[src/rtl/output_giver.sv]
// Parallel-to-serial output stage: captures one W-bit word and emits it as
// N-bit chunks MSB-first under valid/ready flow control, then pulses done.
//
// state | meaning
// IDLE  | waiting for start; outputs quiet
// SEND  | presenting sreg top chunk; shifts on each accepted transfer
// DONE  | one-cycle done pulse, then back to IDLE
module output_giver #(
   parameter int N = 4,
   parameter int W = 32,
   parameter int C = W / N
) (
   input  logic         clk,
   input  logic         reset,
   input  logic [W-1:0] data_in,
   input  logic         start,
   input  logic         out_ready,
   output logic [N-1:0] Ciphertxt,
   output logic         out_valid,
   output logic         busy,
   output logic         done
);

   localparam int CW = (C > 1) ? $clog2(C) : 1;
   localparam logic [CW-1:0] CNT_LAST = CW'(C - 1);

   typedef enum logic [1:0] {
      IDLE = 2'd0,
      SEND = 2'd1,
      DONE = 2'd2
   } state_e;

   state_e        state_q, state_d;
   logic [W-1:0]  sreg_q, sreg_d;
   logic [CW-1:0] cnt_q, cnt_d;

   always_ff @(posedge clk) begin
      if (reset) begin
         state_q <= IDLE;
         sreg_q  <= '0;
         cnt_q   <= '0;
      end else begin
         state_q <= state_d;
         sreg_q  <= sreg_d;
         cnt_q   <= cnt_d;
      end
   end

   // out_valid is high throughout SEND, so out_ready alone marks a transfer there
   always_comb begin
      state_d = state_q;
      sreg_d  = sreg_q;
      cnt_d   = cnt_q;
      case (state_q)
         IDLE: begin
            if (start) begin
               sreg_d  = data_in;
               cnt_d   = '0;
               state_d = SEND;
            end
         end
         SEND: begin
            if (out_ready) begin
               if (cnt_q == CNT_LAST) begin
                  cnt_d   = '0;
                  state_d = DONE;
               end else begin
                  sreg_d = sreg_q << N;
                  cnt_d  = cnt_q + 1'b1;
               end
            end
         end
         DONE: begin
            state_d = IDLE;
         end
         default: begin
            state_d = IDLE;
         end
      endcase
   end

   // outputs depend on registers only
   always_comb begin
      Ciphertxt = '0;
      out_valid = 1'b0;
      busy      = 1'b0;
      done      = 1'b0;
      case (state_q)
         SEND: begin
            Ciphertxt = sreg_q[W-1 -: N];
            out_valid = 1'b1;
            busy      = 1'b1;
         end
         DONE: begin
            busy = 1'b1;
            done = 1'b1;
         end
         default: begin
            Ciphertxt = '0;
         end
      endcase
   end

endmodule

[config.mk]
export PLATFORM = sky130hd
export DESIGN_NAME = output_giver
export DESIGN_NICKNAME = d
export VERILOG_FILES = /design/src/rtl/output_giver.sv
export SDC_FILE = /design/constraint.sdc
export NUM_CORES = 1
export LEC_CHECK = 0
export BUFFER_PORTS_ARGS = -buffer_cell sky130_fd_sc_hd__buf_2
export CAP_MARGIN = 10
export CORE_MARGIN = 2
export CORE_UTILIZATION = 48
export DETAILED_ROUTE_END_ITERATION = 6
export PLACE_DENSITY = 0.86
export SETUP_SLACK_MARGIN = 0.02
export SYNTH_ARGS = -nofsm -noshare
export SYNTH_HDL_FRONTEND = slang
export SYNTH_SLANG_ARGS = --single-unit
[constraint.sdc]
create_clock -name clk -period 1.8 [get_ports clk]
set_clock_uncertainty 0.2 [all_clocks]
set_input_delay 0.18 -clock clk [delete_from_list [all_inputs] [get_ports clk]]
set_output_delay 0.18 -clock clk [all_outputs]
set_load 0.005 [all_outputs]
==> metrics.md <==
| Metric | Value |
|---|---|
| Fraction of final layout cells sized beyond drive strength 1 | `53.5%` |
| WHS Path Cells | `3` |
| Final Max Slew Viols | `0` |
| Cell Count, Final, Fillers Out | `304` |
| Startpoint Class | `flip-flop` |
| Synth top area share | `38.8%` |
| Asr flop ratio synth | `0%` |
| Num rows | `22` |
| Vias in the first global route | `1916` |
| Overall power | `3400 µW` |
| Top-count cell post-synth | `dfxtp_1` |
| Worst flop-to-flop path startpoint | `state_q[0]$_SDFFE_PP0P_` |
| Crit path kind | `flip-flop to flip-flop` |
| Simple-gate share of the synthesized area | `8.20%` |
| Portion of netlist area occupied by mux cells | `16.0%` |
| Post-synthesis register bit count | `37` |
| Post-Synth XOR/XNOR Area | `0%` |
| Minimum clock period | `2.03 ns` |
| Initial antenna violation count | `0` |
| TritonCTS clock tree | `yes` |
| Drt initial violations | `173` |
| Synth Area in Adders | `4.59%` |
| Cts bufs inserted | `5` |
| Status | `finished with violations` |
| # H-tree levels | `2` |
| Clock Tree Buf Depth | `2` |
| Total Nets Final | `298` |
| Largest family of logic cells by synthesized area | `compound AO/OA/AOI/OAI gates` |
| CTS clk-pin slew, worst paths | `0.09 ns` |
| Mapped Avg Cell Area | `between 9 and 10 µm²` |
| LEAKAGE | `0.00116 µW` |
| Failing checks | `setup timing` |
| Max_cap viols | `0` |
| Top_reg_cell synth | `dfxtp_1` |
| Worst-path maximum fanout | `8` |
| RSZ-0062 raised after global routing | `yes` |
| Area post-placement | `0.00227 mm²` |
| FF-to-FF End | `sreg_q[9]$_SDFFE_PP0P_` |
| Placed insts | `roughly 280` |
| Worst hold endpoint | `sreg_q[11]$_SDFFE_PP0P_` |
| Setup slack after layout | `-0.228 ns` |
| Die X | `around 67 µm` |
| Total gr overflow | `0` |
| Post-synth EDFFs | `0` |
| Hold Fails Final Rpt | `0` |
| Pin count of the biggest net entering global routing | `30` |
| Initial Utilization | `50.9%` |
| Vias per cell | `between 6 and 7` |
| Drt pass-1 iters | `4` |
| Cell Area, Synth | `0.00191 mm²` |
| Seq/Total Area, Yosys | `38.8%` |
| Top post-synthesis cells by area | `dfxtp_1 (39%), mux2i_1 (15%), a211oi_1 (11%), a31oi_1 (9.5%), ha_1 (4.6%)` |
| Yosys warns | `0` |
| Antenna diode instance count | `0` |
| Synth cell types | `28` |
| CP required | `1.79 ns` |
| Avg WL per Cell | `23.3 µm` |
| Hold crit path type | `input pin to flip-flop` |
| Area leader, netlist | `dfxtp_1` |
| Worst EP arrival | `a little over 2 ns` |
| GPL Wtd Cong | `between 0.8 and 0.9` |
| Worst Setup End Kind | `flip-flop` |
| Pwr/cell area | `roughly 1100 mW/mm²` |
| Syn nets | `between 200 and 250` |
| Multi-input gate area | `about 0.0015 mm²` |
| Core ar. | `0.00374 mm²` |
| Clock Sinks | `37` |
| Pre-CTS setup slack | `-0.439 ns` |
| Worst Reg-to-Reg Cells | `7` |
| Tcrit/Tclk final | `113%` |
| Crit path launch | `state_q[0]$_SDFFE_PP0P_` |
| GRT Total Usage | `between 20 and 30%` |
| Min-delay src | `data_in[11]` |
| Post-synth top cells | `dfxtp_1 (37), a31oi_1 (29), a211oi_1 (28), mux2i_1 (28), buf_2 (11)` |
| VDD IR max | `720 µV` |
| # DRC | `0` |
| Synth Area in Compound Gates | `between 20% and 30%` |
| CTS root buffer | `clkbuf_8` |
| Flop-to-flop setup slack | `-0.23 ns` |
| DR vias | `~1.9k` |
| First-pass GRT wire length | `~9600 µm` |
| Die area | `0.00449 mm²` |
| Relative slew slack | `71.0%` |
| Routed WL | `around 7100 µm` |
| Synthesis-to-finish area growth | `61.9%` |
| Design area | `~0.0031 mm²` |
| Vert. Die Dim | `around 67 µm` |
| Fmax | `493 MHz` |
| Fill count | `208` |
| Final ANT Viol Nets | `0` |
| Setup TNS | `-1.42 ns` |
| FF+latch area | `748 µm²` |
| Final setup vio count | `31` |
| Gate Count Post-Synth | `191` |
| Placed wire-length estimate | `approximately 3300 µm` |
| Worst-Skew Late Latency | `a little over 0.3 ns` |
| PortBufs | `between 40 and 50` |
| IO Pins | `43` |
| Worst-margin pin slew | `0.432 ns` |
## layout by cell type, fill, tap and decap left out, types with 5 or more instances in the layout
master	Yosys	layout
buf_4	3	17
buf_12	0	5
clkbuf_8	0	5
a211oi_1	28	15
a31oi_2	0	7
buf_2	11	42
dfxtp_1	37	33
dlygate4sd3_1	0	5
a31oi_4	0	14
a31oi_1	29	8
mux2i_1	28	28
a211oi_2	0	13
## metrics by stage
| stage | utilization [%] | hold WS (ns) |
|---|---|---|
| floorplan | - | 0.149 |
| global placement | 60.8 | 0.254 |
| detailed placement | 60.8 | 0.264 |
| CTS | 73.3 | 0.00405 |
| global route | 82.5 | 0.0170 |
| finish | 82.5 | 0.0179 |
## critical path, cell delays in order, from the launching register on
cell and delay (ns):
dfxtp_4 0.39, inv_4 0.05, ha_4 0.17, buf_6 0.12
mux2_4 0.31, buf_16 0.17, a31oi_1 0.12, a211oi_1 0.37
## registers in the layout, summed over array words and instances, names as in the netlist
name     flops
sreg_q      32
cnt_q        3
state_q      2
## logic make-up (layout without fill, tap and decap cells)
family	Yosys count	in the layout
muxes	30	30
adders and majority gates	7	7
DFF	37	37
AOI/OAI and AO/OA	71	71
buffers and inverters	23	87
and+or+nand+nor	23	24
## cell type report
class                      instances  share of cell area (%)
sequential                        37                    24.2
clock buffer                       5                    2.23
clock inverter                     3                    2.11
tap                               48                    1.95
inverter                           2                   0.405
multi-input combinational        132                    47.8
timing repair buffer              77                    21.2
## where the power goes
| group | total (µW) | leakage [µW] | switching, µW | internal (µW) |
|---|---|---|---|---|
| clock network | 887 | 0.0000681 | 336 | 551 |
| registers | 1100 | 0.000308 | 132 | 966 |
| logic | 1420 | 0.000787 | 703 | 715 |
| total | 3400 | 0.00116 | 1170 | 2230 |
## layer usage
metal  vias to the layer above  global-route usage (%)  routed length (µm)
met5                         -                       0                   0
met4                         0                    9.44                 133
met3                        15                    7.43                 438
met2                        94                    49.1                3700
met1                       945                    36.1                2820
li1                        881                       -                   -
## timing repair
action	4_1_cts	5_1_grt
gates cloned	3	3
endpoints found under the setup margin	36	38
resized for setup	28	40
buffers inserted	6	1
hold buffers	5	0
endpoints found under the hold margin	8	0
pin swaps	5	8
## worst max-delay path by stage
stage / cells after the start / slack, ns / to
after global routing: 7 / -0.26 / sreg_q[9]$_SDFFE_PP0P_
after CTS: 7 / 0.0005 / sreg_q[29]$_SDFFE_PP0P_
after global placement: 5 / -0.35 / sreg_q[30]$_SDFFE_PP0P_
after detailed placement: 5 / -0.44 / sreg_q[16]$_SDFFE_PP0P_
final: 7 / -0.23 / sreg_q[9]$_SDFFE_PP0P_
after floorplan: 7 / 0.01 / sreg_q[10]$_SDFFE_PP0P_
(Power assumes the default switching activity.)
